==> config.mk <==
export PLATFORM = sky130hd
export DESIGN_NAME = deconvolve_multi
export DESIGN_NICKNAME = d
export VERILOG_FILES = /design/src/rtl/deconvolve_multi_pkg.sv /design/src/rtl/deconvolve_multi_pipe.sv /design/src/rtl/deconvolve_multi.sv
export SDC_FILE = /design/constraint.sdc
export NUM_CORES = 1
export LEC_CHECK = 0
export CORE_ASPECT_RATIO = 0.8
export CORE_UTILIZATION = 60
export DETAILED_ROUTE_END_ITERATION = 7
export PLACE_DENSITY = 0.87
export SLEW_MARGIN = 30
export SYNTH_ARGS = -nofsm -noshare
export SYNTH_HDL_FRONTEND = slang
export SYNTH_HIERARCHICAL = 1
export SYNTH_SLANG_ARGS = --single-unit
==> constraint.sdc <==
create_clock -name i_clk -period 5.2 [get_ports i_clk]
set_input_delay 1.04 -clock i_clk [delete_from_list [all_inputs] [get_ports i_clk]]
set_output_delay 1.04 -clock i_clk [all_outputs]
set_load 0.02 [all_outputs]
==> src/rtl/deconvolve_multi_pkg.sv <==
// Shared defaults and types for the time-multiplexed FADC deconvolver.
// Widths follow the compatibility ToT-deconvolved trigger path.
package deconvolve_multi_pkg;

    localparam int DEF_NCH          = 3;
    localparam int DEF_ADC_WIDTH    = 12;
    localparam int DEF_FD_BITS      = 6;
    localparam int DEF_FN_BITS      = 6;
    localparam int DEF_FN_FRAC_BITS = 4;

    typedef enum logic {
        ST_IDLE = 1'b0,
        ST_SEQ  = 1'b1
    } seq_state_e;

    function automatic int ch_width(input int n);
        return (n > 1) ? $clog2(n) : 1;
    endfunction

endpackage

==> src/rtl/deconvolve_multi_pipe.sv <==
// Single-channel-wide deconvolution datapath: x*2^FD - p*FD, clamp, *FN, round, saturate.
// Eight register stages from issue to the saturated result presented at the outputs.
module deconvolve_multi_pipe
    import deconvolve_multi_pkg::*;
#(
    parameter int ADC_WIDTH    = DEF_ADC_WIDTH,
    parameter int FD_BITS      = DEF_FD_BITS,
    parameter int FN_BITS      = DEF_FN_BITS,
    parameter int FN_FRAC_BITS = DEF_FN_FRAC_BITS,
    parameter int CH_W         = 1
) (
    input  logic                 i_clk,
    input  logic                 i_reset,
    input  logic                 i_vld,
    input  logic [CH_W-1:0]      i_ch,
    input  logic                 i_byp,
    input  logic [ADC_WIDTH-1:0] i_x,
    input  logic [ADC_WIDTH-1:0] i_p,
    input  logic [FD_BITS-1:0]   i_fd,
    input  logic [FN_BITS-1:0]   i_fn,
    output logic                 o_vld,
    output logic [CH_W-1:0]      o_ch,
    output logic                 o_sat,
    output logic [ADC_WIDTH-1:0] o_res
);

    localparam int PW = ADC_WIDTH + FD_BITS;
    localparam int BW = PW + 1;
    localparam int DW = PW + FN_BITS;
    localparam int EW = DW + 1;
    localparam int SH = FD_BITS + FN_FRAC_BITS;
    localparam int TW = CH_W + 1 + ADC_WIDTH;

    function automatic logic [PW-1:0] clamp_pos(input logic signed [BW-1:0] b);
        return b[BW-1] ? '0 : b[PW-1:0];
    endfunction

    function automatic logic [EW-1:0] round_half_up(input logic [DW-1:0] d);
        logic [EW-1:0] half;
        half = EW'(1) << (SH - 1);
        return EW'(d) + half;
    endfunction

    // Returns {saturated, value}
    function automatic logic [ADC_WIDTH:0] saturate(input logic [EW-1:0] e);
        logic [EW-1:0] s;
        s = e >> SH;
        if ((s >> ADC_WIDTH) != '0)
            return {1'b1, {ADC_WIDTH{1'b1}}};
        return {1'b0, s[ADC_WIDTH-1:0]};
    endfunction

    logic                 r_vld_p0, r_vld_p1, r_vld_p2, r_vld_p3;
    logic                 r_vld_p4, r_vld_p5, r_vld_p6, r_vld_p7;
    logic [TW-1:0]        r_tag_p0, r_tag_p1, r_tag_p2, r_tag_p3;
    logic [TW-1:0]        r_tag_p4, r_tag_p5, r_tag_p6, r_tag_p7;
    logic [ADC_WIDTH-1:0] r_p_p0;
    logic [FD_BITS-1:0]   r_fd_p0;
    logic [FN_BITS-1:0]   r_fn_p0, r_fn_p1, r_fn_p2, r_fn_p3, r_fn_p4;
    logic [PW-1:0]        r_prod_p1, r_prod_p2;
    logic signed [BW-1:0] r_b_p3;
    logic [PW-1:0]        r_c_p4;
    logic [DW-1:0]        r_d_p5, r_d_p6;
    logic [EW-1:0]        r_e_p7;
    logic [ADC_WIDTH:0]   w_sat_res;

    always_ff @(posedge i_clk) begin
        if (i_reset) begin
            r_vld_p0 <= 1'b0; r_vld_p1 <= 1'b0; r_vld_p2 <= 1'b0; r_vld_p3 <= 1'b0;
            r_vld_p4 <= 1'b0; r_vld_p5 <= 1'b0; r_vld_p6 <= 1'b0; r_vld_p7 <= 1'b0;
            r_tag_p0 <= '0; r_tag_p1 <= '0; r_tag_p2 <= '0; r_tag_p3 <= '0;
            r_tag_p4 <= '0; r_tag_p5 <= '0; r_tag_p6 <= '0; r_tag_p7 <= '0;
            r_p_p0   <= '0;
            r_fd_p0  <= '0;
            r_fn_p0  <= '0; r_fn_p1 <= '0; r_fn_p2 <= '0; r_fn_p3 <= '0; r_fn_p4 <= '0;
            r_prod_p1 <= '0;
            r_prod_p2 <= '0;
            r_b_p3   <= '0;
            r_c_p4   <= '0;
            r_d_p5   <= '0;
            r_d_p6   <= '0;
            r_e_p7   <= '0;
        end else begin
            // p0: issue
            r_vld_p0 <= i_vld;
            r_tag_p0 <= {i_ch, i_byp, i_x};
            r_p_p0   <= i_p;
            r_fd_p0  <= i_fd;
            r_fn_p0  <= i_fn;
            // p1/p2: decay product, registered twice for the DSP M/P registers
            r_vld_p1  <= r_vld_p0;
            r_tag_p1  <= r_tag_p0;
            r_fn_p1   <= r_fn_p0;
            r_prod_p1 <= PW'(r_p_p0) * PW'(r_fd_p0);
            r_vld_p2  <= r_vld_p1;
            r_tag_p2  <= r_tag_p1;
            r_fn_p2   <= r_fn_p1;
            r_prod_p2 <= r_prod_p1;
            // p3: subtract
            r_vld_p3 <= r_vld_p2;
            r_tag_p3 <= r_tag_p2;
            r_fn_p3  <= r_fn_p2;
            r_b_p3   <= $signed({1'b0, r_tag_p2[ADC_WIDTH-1:0], {FD_BITS{1'b0}}})
                      - $signed({1'b0, r_prod_p2});
            // p4: clamp
            r_vld_p4 <= r_vld_p3;
            r_tag_p4 <= r_tag_p3;
            r_fn_p4  <= r_fn_p3;
            r_c_p4   <= clamp_pos(r_b_p3);
            // p5/p6: normalise product, registered twice
            r_vld_p5 <= r_vld_p4;
            r_tag_p5 <= r_tag_p4;
            r_d_p5   <= DW'(r_c_p4) * DW'(r_fn_p4);
            r_vld_p6 <= r_vld_p5;
            r_tag_p6 <= r_tag_p5;
            r_d_p6   <= r_d_p5;
            // p7: round
            r_vld_p7 <= r_vld_p6;
            r_tag_p7 <= r_tag_p6;
            r_e_p7   <= round_half_up(r_d_p6);
        end
    end

    assign w_sat_res = saturate(r_e_p7);
    assign o_vld     = r_vld_p7;
    assign o_ch      = r_tag_p7[TW-1 -: CH_W];
    assign o_res     = r_tag_p7[ADC_WIDTH] ? r_tag_p7[ADC_WIDTH-1:0] : w_sat_res[ADC_WIDTH-1:0];
    assign o_sat     = ~r_tag_p7[ADC_WIDTH] & w_sat_res[ADC_WIDTH];

endmodule

==> src/rtl/deconvolve_multi.sv <==
// NCH-channel FADC deconvolver sharing one pipeline: sequences channels from a hold
// register, keeps per-channel previous samples, demuxes results and tracks sticky flags.
module deconvolve_multi
    import deconvolve_multi_pkg::*;
#(
    parameter int NCH          = DEF_NCH,
    parameter int ADC_WIDTH    = DEF_ADC_WIDTH,
    parameter int FD_BITS      = DEF_FD_BITS,
    parameter int FN_BITS      = DEF_FN_BITS,
    parameter int FN_FRAC_BITS = DEF_FN_FRAC_BITS
) (
    input  logic                     i_clk,
    input  logic                     i_reset,
    input  logic                     i_in_valid,
    input  logic [NCH*ADC_WIDTH-1:0] i_adc_in,
    input  logic [NCH*FD_BITS-1:0]   i_fd,
    input  logic [NCH*FN_BITS-1:0]   i_fn,
    input  logic                     i_bypass,
    input  logic                     i_sat_clr,
    output logic [NCH*ADC_WIDTH-1:0] o_adc_out,
    output logic                     o_out_valid,
    output logic [NCH-1:0]           o_sat,
    output logic                     o_overrun
);

    localparam int              CH_W = ch_width(NCH);
    localparam logic [CH_W-1:0] LAST = CH_W'(NCH - 1);

    seq_state_e           r_state, w_state_nxt;
    logic [CH_W-1:0]      r_cnt;
    logic                 r_bypass;
    logic [ADC_WIDTH-1:0] r_hold [NCH];
    logic [ADC_WIDTH-1:0] r_prev [NCH];
    logic [ADC_WIDTH-1:0] r_out  [NCH];
    logic [NCH-1:0]       r_sat;
    logic                 r_overrun;
    logic                 r_out_valid;

    logic                 w_last, w_issue, w_accept, w_ovr_evt;
    logic [ADC_WIDTH-1:0] w_x, w_p;
    logic [FD_BITS-1:0]   w_fd;
    logic [FN_BITS-1:0]   w_fn;
    logic [NCH-1:0]       w_sat_set;
    logic                 w_pvld, w_psat;
    logic [CH_W-1:0]      w_pch;
    logic [ADC_WIDTH-1:0] w_pres;

    assign w_last = (r_cnt == LAST);

    always_ff @(posedge i_clk) begin
        if (i_reset) r_state <= ST_IDLE;
        else         r_state <= w_state_nxt;
    end

    // A new strobe is taken in the same cycle the last channel of the previous set issues.
    always_comb begin
        w_state_nxt = r_state;
        if (i_in_valid && (r_state == ST_IDLE || w_last))
            w_state_nxt = ST_SEQ;
        else if (r_state == ST_SEQ && w_last)
            w_state_nxt = ST_IDLE;
    end

    always_comb begin
        w_issue   = (r_state == ST_SEQ);
        w_accept  = i_in_valid && (!w_issue || w_last);
        w_ovr_evt = i_in_valid && w_issue && !w_last;
    end

    always_ff @(posedge i_clk) begin
        if (i_reset) begin
            r_cnt    <= '0;
            r_bypass <= 1'b0;
            for (int k = 0; k < NCH; k++) begin
                r_hold[k] <= '0;
                r_prev[k] <= '0;
            end
        end else begin
            if (w_accept) begin
                r_cnt    <= '0;
                r_bypass <= i_bypass;
                for (int k = 0; k < NCH; k++)
                    r_hold[k] <= i_adc_in[k*ADC_WIDTH +: ADC_WIDTH];
            end else if (w_issue) begin
                r_cnt <= w_last ? '0 : r_cnt + 1'b1;
            end
            if (w_issue) begin
                for (int k = 0; k < NCH; k++)
                    if (r_cnt == CH_W'(k)) r_prev[k] <= r_hold[k];
            end
        end
    end

    always_comb begin
        w_x  = '0;
        w_p  = '0;
        w_fd = '0;
        w_fn = '0;
        for (int k = 0; k < NCH; k++) begin
            if (r_cnt == CH_W'(k)) begin
                w_x  = r_hold[k];
                w_p  = r_prev[k];
                w_fd = i_fd[k*FD_BITS +: FD_BITS];
                w_fn = i_fn[k*FN_BITS +: FN_BITS];
            end
        end
    end

    deconvolve_multi_pipe #(
        .ADC_WIDTH    (ADC_WIDTH),
        .FD_BITS      (FD_BITS),
        .FN_BITS      (FN_BITS),
        .FN_FRAC_BITS (FN_FRAC_BITS),
        .CH_W         (CH_W)
    ) u_pipe (
        .i_clk   (i_clk),
        .i_reset (i_reset),
        .i_vld   (w_issue),
        .i_ch    (r_cnt),
        .i_byp   (r_bypass),
        .i_x     (w_x),
        .i_p     (w_p),
        .i_fd    (w_fd),
        .i_fn    (w_fn),
        .o_vld   (w_pvld),
        .o_ch    (w_pch),
        .o_sat   (w_psat),
        .o_res   (w_pres)
    );

    always_comb begin
        w_sat_set = '0;
        for (int k = 0; k < NCH; k++)
            if (w_pvld && w_psat && w_pch == CH_W'(k)) w_sat_set[k] = 1'b1;
    end

    // Sticky flags: a new event in the clear cycle still sets the flag.
    always_ff @(posedge i_clk) begin
        if (i_reset) begin
            r_out_valid <= 1'b0;
            r_sat       <= '0;
            r_overrun   <= 1'b0;
            for (int k = 0; k < NCH; k++) r_out[k] <= '0;
        end else begin
            r_out_valid <= w_pvld && (w_pch == LAST);
            r_sat       <= (i_sat_clr ? '0 : r_sat) | w_sat_set;
            r_overrun   <= (i_sat_clr ? 1'b0 : r_overrun) | w_ovr_evt;
            for (int k = 0; k < NCH; k++)
                if (w_pvld && w_pch == CH_W'(k)) r_out[k] <= w_pres;
        end
    end

    always_comb begin
        o_adc_out = '0;
        for (int k = 0; k < NCH; k++)
            o_adc_out[k*ADC_WIDTH +: ADC_WIDTH] = r_out[k];
    end

    assign o_out_valid = r_out_valid;
    assign o_sat       = r_sat;
    assign o_overrun   = r_overrun;

endmodule

==> impl_results.rst, run 1 <==
.. list-table::
   :header-rows: 1

   * - Metric
     - Value
   * - Run status
     - finished, final reports clean
   * - Die outline area
     - 32500 sq um
   * - Post-synthesis instance total
     - between 1500 and 2000
   * - Number of buffers inserted by port buffering
     - roughly 120
   * - Reported max-cap violation count
     - 0
   * - Vias after detailed routing
     - around 12000
   * - Clock share of power
     - a little over two fifths
   * - CTS Root Cell
     - sky130_fd_sc_hd__clkbuf_16
   * - Number of inserted diodes
     - 0
   * - Accumulated negative setup slack
     - 0 ps
   * - Number of iterations in the first detailed-routing pass
     - 5
   * - Most frequent standard cell in the layout excluding fill and tap cells
     - sky130_fd_sc_hd__dfxtp_1
   * - Clock latency on the worst-skew pair
     - roughly 540 ps
   * - HP Start
     - u_pipe/r_b_p3[8]$_SDFF_PP0_
   * - Initial core utilization
     - roughly 62%
   * - Maximum number of pins on one net before global-route repair
     - roughly 140
   * - Power density over cell area
     - 317 nW/um^2
   * - Global placement routability congestion
     - between 0.9 and 1
   * - Combinational share of power
     - 7.8%
   * - Kind of start point of the critical path
     - flip-flop
   * - Post-route non-filler standard cell count
     - approximately 2300
   * - Critical path class
     - flip-flop to flip-flop
   * - Highest Clock Rate
     - ~0.21 GHz
   * - Total CTS buffers
     - 38
   * - Number of H-tree branching levels
     - 2
   * - Post-synthesis instance area
     - about 19000 sq um
   * - Worst Max-Slew Pin Slew
     - ~910 ps
   * - Critical path required time
     - 5630 ps
   * - Switching power total
     - 0.00154 W
   * - Sequential group share of total power
     - between 50 and 60%
   * - Headroom to the max-slew limit
     - between 30 and 40%
   * - Gates resized, CTS repair
     - 0
   * - Placed cell count
     - 2244
   * - Worst vdd ir
     - between 0.3 and 0.4 mV
   * - Total routing usage reported by global routing
     - approximately 22%
   * - Number of standard-cell rows in the floorplan
     - 57
   * - Antenna violations before repair
     - 0
   * - Worst setup EP type
     - flip-flop
   * - Final hold violation count
     - 0
   * - Compound-gate portion of the synthesized area
     - 5.31%
   * - Number of top-level pins
     - 118
   * - Launch instance of the worst register-to-register path
     - u_pipe/r_fn_p4[4]$_SDFF_PP0_
   * - Xor-xnor portion of the synthesized cell area
     - between 1.5 and 2%
   * - Number of DRC violations after detailed-routing iteration 0
     - between 600 and 700
   * - Layout Area Growth over Synthesis
     - 14.6%
   * - Cell-internal power
     - between 0.005 and 0.006 W
   * - DRC Markers
     - 0
   * - Async set-or-reset flop fraction in the synthesized netlist
     - 0%
   * - Count of pins over their slew limit
     - 0
   * - Post-CTS Hold Buffers
     - 0
   * - Placed wire-length estimate
     - roughly 24000 microns
   * - Yosys warning total
     - 6
   * - Fin Clk Skew
     - 11.3 ps
   * - Buffer count from post-CTS setup fixing
     - 0
   * - Static Leak
     - slightly above 9 nW
   * - Area fraction in and, or, nand and nor cells after synthesis
     - between 20% and 30%
   * - Finish-stage setup viols
     - 0
   * - Switching power as a share of total power
     - 22.2%
   * - Clock buffer depth
     - 3
   * - Combinational family with the most area after synthesis
     - simple AND/OR/NAND/NOR gates
   * - Launch point of the worst path
     - u_pipe/r_fn_p4[4]$_SDFF_PP0_
   * - Post-synth net total
     - around 2000
   * - Global route overflow
     - 0
   * - Unrepaired setup endpoints after global routing
     - no
   * - Clock slew seen by the registers of the worst setup and hold paths
     - 60 ps
   * - Flip-flop and latch count after synthesis
     - 411
   * - Core outline area
     - around 31000 sq um
   * - Via count of the first global-routing pass
     - approximately 12000
   * - Total wirelength of the detailed-routed design
     - ~34000 microns
   * - Post-synthesis sequential area ratio
     - between 40% and 50%
   * - Number of filler cells placed in the layout
     - between 2000 and 2500
   * - Critical Path Fanout Max
     - 18
   * - Fraction of the mapped netlist area in adder cells
     - between 10% and 20%
   * - Horiz. Die Dim
     - just over 200 microns
   * - Count of flip-flops with a built-in enable after synthesis
     - between 100 and 150
   * - Die Span Y
     - between 150 and 200 microns
   * - Final Core Density
     - between 70% and 80%
   * - Worst Setup Slack post-DPL
     - approximately 360 ps
   * - Global-route wire length before repair
     - ~57000 microns
   * - Share of final-layout standard cells stronger than drive strength 1
     - 5.63%
   * - Predominant post-synthesis flop cell
     - sky130_fd_sc_hd__dfxtp_1
   * - Arrival time reported for the critical path endpoint
     - between 5000 and 6000 ps
   * - Clock tree from TritonCTS
     - yes
   * - Number of clock sinks
     - 411
   * - Syn avg cell area
     - 10.7 sq um
   * - Final critical path time including I/O delays and setup
     - 4830 ps
   * - Antenna Nets Post-Route
     - 0
   * - Routed length per instance
     - around 15 microns
   * - Worst min-delay path category
     - flip-flop to flip-flop
   * - Number of unique standard cell types used by synthesis
     - between 60 and 70
   * - Layout Nets
     - about 2100
   * - Commonest cells after routing, fill and taps aside
     - sky130_fd_sc_hd__dfxtp_1, sky130_fd_sc_hd__and2_1, sky130_fd_sc_hd__nor2b_1
   * - Post-route worst setup slack
     - around 370 ps
   * - Final Cycle Share
     - 92.9%
   * - Mux contribution to synthesized area
     - 2.10%
   * - Via density per instance
     - 5.04
-- metrics by stage --
stage | power (W) | hold WS [ps] | instance area (sq um)
6_report | 0.00693 | 422 | 21900
5_1_grt | 0.00721 | 445 | 21900
4_1_cts | 0.00699 | 430 | 21800
3_5_place_dp | 0.00412 | 410 | 20500
3_3_place_gp | 0.00409 | 408 | 20500
2_1_floorplan | 0.00392 | 406 | 19100
-- critical path, cell delays in order, from the launching register on --
cell,delay [ps]
sky130_fd_sc_hd__dfxtp_1,680
sky130_fd_sc_hd__and2_1,240
sky130_fd_sc_hd__fa_1,440
sky130_fd_sc_hd__fa_1,550
sky130_fd_sc_hd__inv_1,60
sky130_fd_sc_hd__fa_1,530
sky130_fd_sc_hd__inv_1,40
sky130_fd_sc_hd__ha_1,330
sky130_fd_sc_hd__a2111oi_2,380
sky130_fd_sc_hd__o21ai_1,160
sky130_fd_sc_hd__a41o_2,360
sky130_fd_sc_hd__a21oi_4,160
sky130_fd_sc_hd__o31a_4,200
sky130_fd_sc_hd__o21ai_4,80
sky130_fd_sc_hd__o31ai_4,200
sky130_fd_sc_hd__mux2_4,310
-- synth_stat cells (8+ instances only) --
library cell / number / share of area [%]
sky130_fd_sc_hd__xnor2_1: 19 / 0.87
sky130_fd_sc_hd__inv_1: 178 / 3.5
sky130_fd_sc_hd__xor2_1: 23 / 1.1
sky130_fd_sc_hd__o21ai_0: 55 / 1.4
sky130_fd_sc_hd__a21o_1: 10 / 0.39
sky130_fd_sc_hd__mux2i_1: 37 / 1.9
sky130_fd_sc_hd__nor3_1: 12 / 0.31
sky130_fd_sc_hd__fa_1: 105 / 11
sky130_fd_sc_hd__buf_2: 9 / 0.24
sky130_fd_sc_hd__ha_1: 69 / 4.5
sky130_fd_sc_hd__nor2_1: 85 / 1.7
sky130_fd_sc_hd__clkbuf_1: 52 / 1.0
sky130_fd_sc_hd__edfxtp_1: 108 / 17
sky130_fd_sc_hd__nand2_1: 86 / 1.7
sky130_fd_sc_hd__nand2b_1: 9 / 0.30
sky130_fd_sc_hd__and2_1: 238 / 7.8
sky130_fd_sc_hd__and2_2: 8 / 0.31
sky130_fd_sc_hd__nor2b_1: 221 / 7.3
sky130_fd_sc_hd__dfxtp_1: 303 / 32
sky130_fd_sc_hd__nand3_1: 13 / 0.34
sky130_fd_sc_hd__a21oi_1: 44 / 1.2
-- area by class of cell --
type	instances	area (sq um)	share of cell area [%]
Inverter	178	668	3.06
Tap cell	413	517	2.36
Clock inverter	17	188	0.859
Timing Repair Buffer	125	1250	5.72
Sequential cell	411	9310	42.6
Clock buffer	52	1150	5.25
Multi-Input combinational cell	1119	8780	40.2
-- power groups by stage --
stage                     Sequential (W)  Combinational (W)  Clock, W
after detailed placement         0.00358           0.000536         0
after CTS                        0.00351           0.000542   0.00293
after floorplan                  0.00355           0.000373         0
after global routing             0.00353           0.000603   0.00309
final                            0.00351           0.000541   0.00288
after global placement           0.00357           0.000517         0
-- worst paths after layout --
check                                                     to  slack [ps]  cells past startpoint
worst max-delay path            u_pipe/r_d_p5[23]$_SDFF_PP0_         370                     15
worst min-delay path             u_pipe/r_c_p4[8]$_SDFF_PP0_         420                      1
worst max register to register  u_pipe/r_d_p5[23]$_SDFF_PP0_         370                     15
worst min register to register   u_pipe/r_c_p4[8]$_SDFF_PP0_         420                      1
-- kinds of logic after synthesis --
group                      after synthesis
DFF                                    411
AOI/OAI and AO/OA                      157
adders and majority gates              174
xor gates and xnor gates                42
and+or+nand+nor                        707
muxes                                   39
buffers and inverters                  250
-- registers in the layout (all words and copies together), names as in the netlist, 18 cells and up --
signal            cells
r_hold               36
r_out                36
r_prev               36
u_pipe/r_b_p3        19
u_pipe/r_c_p4        18
u_pipe/r_prod_p1     18
u_pipe/r_prod_p2     18
-- per-layer routing --
metal	global-route usage (%)	up-vias	wire, microns
li1	-	5824	-
met1	26.6	5474	14800
met2	38.7	300	17000
met3	3.27	67	1510
met4	6.96	0	801
met5	0	-	0
No activity file was read; power rests on OpenSTA's default activity.
==> run 2: changes to the inputs <==
Clock period 5.2 ns to 4.6 ns, I/O delays scaled along.
==> impl_results.rst, run 2 (same netlist as run 1, synthesis figures left out) <==
.. list-table::
   :header-rows: 1

   * - Metric
     - Value
   * - Die Span Y
     - between 150 and 200 microns
   * - Number of inserted diodes
     - 0
   * - Overall power consumption
     - just under 0.008 W
   * - Number of clock sinks
     - between 400 and 500
   * - Clock tree from TritonCTS
     - yes
   * - Biggest registers after layout
     - r_hold x36, r_out x36, r_prev x36
   * - Number of top-level pins
     - between 100 and 150
   * - Fin Clk Skew
     - 17.6 ps
   * - Count of pins over their slew limit
     - 0
   * - Maximum number of pins on one net before global-route repair
     - approximately 160
   * - Combinational share of power
     - slightly below 8%
   * - Clock latency on the worst-skew pair
     - 540 ps
   * - Run status
     - finished, final reports clean
   * - Global-route wire length before repair
     - ~57000 microns
   * - Post-CTS Hold Buffers
     - 0
   * - Layout Area Growth over Synthesis
     - 15.0%
   * - Total routing usage reported by global routing
     - between 20% and 30%
   * - Number of DRC violations after detailed-routing iteration 0
     - between 600 and 700
   * - Gates resized, CTS repair
     - 0
   * - Power density over cell area
     - about 350 nW/um^2
   * - Worst Setup Slack post-DPL
     - between 60 and 70 ps
   * - Worst min-delay path category
     - flip-flop to flip-flop
   * - Routed metal-1 wire length
     - between 10000 and 15000 microns
   * - Antenna Nets Post-Route
     - 0
   * - Via count of the first global-routing pass
     - ~12000
   * - Layout Nets
     - ~2100
   * - Final hold violation count
     - 0
   * - Placed wire-length estimate
     - ~24000 microns
   * - Final Core Density
     - roughly 71%
   * - Via density per instance
     - slightly above 5
   * - Top Layer Used
     - met4
   * - Antenna violations before repair
     - 0
   * - Core outline area
     - about 31000 sq um
   * - Global placement routability congestion
     - ~0.93
   * - Clock share of power
     - 41.1%
   * - Critical Path Fanout Max
     - 13
   * - Number of buffers inserted by port buffering
     - 117
   * - Total met3 wirelength after detailed routing
     - 1410 microns
   * - Horiz. Die Dim
     - just over 200 microns
   * - Static Leak
     - 9.23 nW
   * - Post-route cell area
     - roughly 22000 sq um
   * - Worst Max-Slew Pin Slew
     - 949 ps
   * - Clock buffer depth
     - 3
   * - Switching power as a share of total power
     - roughly 22%
   * - Sequential group share of total power
     - around 51%
   * - Met2 Wirelength
     - about 17000 microns
   * - Total wirelength of the detailed-routed design
     - between 30000 and 40000 microns
   * - Die outline area
     - roughly 33000 sq um
   * - Headroom to the max-slew limit
     - 36.8%
   * - Highest Clock Rate
     - ~0.23 GHz
   * - Number of H-tree branching levels
     - 2
   * - Worst vdd ir
     - 0.272 mV
   * - Final Cycle Share
     - between 90% and 100%
   * - Stage delay of the slowest cell on the critical path
     - around 540 ps
   * - Commonest cells after routing, fill and taps aside
     - sky130_fd_sc_hd__dfxtp_1, sky130_fd_sc_hd__and2_1, sky130_fd_sc_hd__nor2b_1
   * - Reported max-cap violation count
     - 0
   * - Crit-path slowest cell
     - sky130_fd_sc_hd__fa_1
   * - Cell-internal power
     - 0.00604 W
   * - Number of filler cells placed in the layout
     - about 2200
   * - Arrival time reported for the critical path endpoint
     - about 4800 ps
   * - DRC Markers
     - 0
   * - Worst setup EP type
     - flip-flop
   * - Accumulated negative setup slack
     - 0 ps
   * - Number of iterations in the first detailed-routing pass
     - 5
   * - Area post-placement
     - a little over 20000 sq um
   * - Multi-input combinational cell area
     - ~8800 sq um
   * - Post-route worst setup slack
     - 269 ps
   * - Initial core utilization
     - 61.9%
   * - Switching power total
     - 0.00174 W
   * - Most frequent standard cell in the layout excluding fill and tap cells
     - sky130_fd_sc_hd__dfxtp_1
   * - Cell Chain, Critical Path
     - buf_4, and2_1, fa_1, fa_1, inv_1, fa_1, inv_1, ha_1, a21oi_1, o21ai_0, a21o_1, a21oi_1, o31a_4, o21ai_4, o31ai_4, mux2_4
   * - Share of final-layout standard cells stronger than drive strength 1
     - between 6 and 7%
   * - Unrepaired setup endpoints after global routing
     - no
   * - Routed length per instance
     - 14.8 microns
   * - Critical path class
     - flip-flop to flip-flop
   * - Most common cell type on the critical path
     - sky130_fd_sc_hd__fa_1
   * - Critical path required time
     - about 5000 ps
   * - Clock slew seen by the registers of the worst setup and hold paths
     - roughly 60 ps
   * - Buffer count from post-CTS setup fixing
     - 0
   * - Vias after detailed routing
     - 11773
   * - Global route overflow
     - 0
   * - Final critical path time including I/O delays and setup
     - approximately 4300 ps
   * - Kind of start point of the critical path
     - flip-flop
   * - Total CTS buffers
     - 39
   * - Area occupied by registers
     - approximately 9300 sq um
   * - Finish-stage setup viols
     - 0
   * - Number of standard-cell rows in the floorplan
     - 57
   * - CTS Root Cell
     - sky130_fd_sc_hd__clkbuf_16
==> run 2: path summary, 6_finish.rpt <==
path / slack [ps] / depth (start not counted) / from / endpoint
setup / recovery: 270 / 16 / u_pipe/r_fn_p4[3]$_SDFF_PP0_ / u_pipe/r_d_p5[23]$_SDFF_PP0_
hold reg to reg: 420 / 1 / u_pipe/r_b_p3[8]$_SDFF_PP0_ / u_pipe/r_c_p4[8]$_SDFF_PP0_
hold / removal: 420 / 1 / u_pipe/r_b_p3[8]$_SDFF_PP0_ / u_pipe/r_c_p4[8]$_SDFF_PP0_
setup reg to reg: 270 / 16 / u_pipe/r_fn_p4[3]$_SDFF_PP0_ / u_pipe/r_d_p5[23]$_SDFF_PP0_
==> run 2: per-stage QoR <==
step	instances	hold slack (ps)
after CTS	2322	424
after global placement	2250	408
after floorplan	1780	406
after detailed placement	2251	413
after global routing	2323	431
final	2323	420
==> run 2: area by class of cell <==
type	instances	share of cell area (%)
inverters	178	3.05
flip-flops and latches	411	42.5
well taps	413	2.36
clock inverters	13	0.571
repair buffers	131	5.88
clock buffers	58	5.44
multi-input cells	1119	40.2
==> run 2: power groups by stage <==
stage	clock network, W	logic, W	registers, W
final	0.00320	0.000612	0.00397
after global placement	0	0.000583	0.00404
after detailed placement	0	0.000606	0.00405
after floorplan	0	0.000422	0.00401
after CTS	0.00327	0.000614	0.00397
after global routing	0.00341	0.000683	0.00399
==> run 2: routing by layer <==
| metal | vias to the layer above | GRT usage (%) |
|---|---|---|
| met4 | 0 | 7.44 |
| met2 | 282 | 38.7 |
| met1 | 5582 | 26.5 |
| met3 | 71 | 3.03 |
| met5 | - | 0 |
| li1 | 5838 | - |
==> run 2: critical path: cells and delay by family, from the launching register on <==
family                   cells  cell delay (ps)
AO/OA/AOI/OAI                7             1190
adder cells (fa/ha/maj)      4             1840
buffers and inverters        3              300
flip-flops                   1              400
multiplexers                 1              320
AND/OR/NAND/NOR              1              160
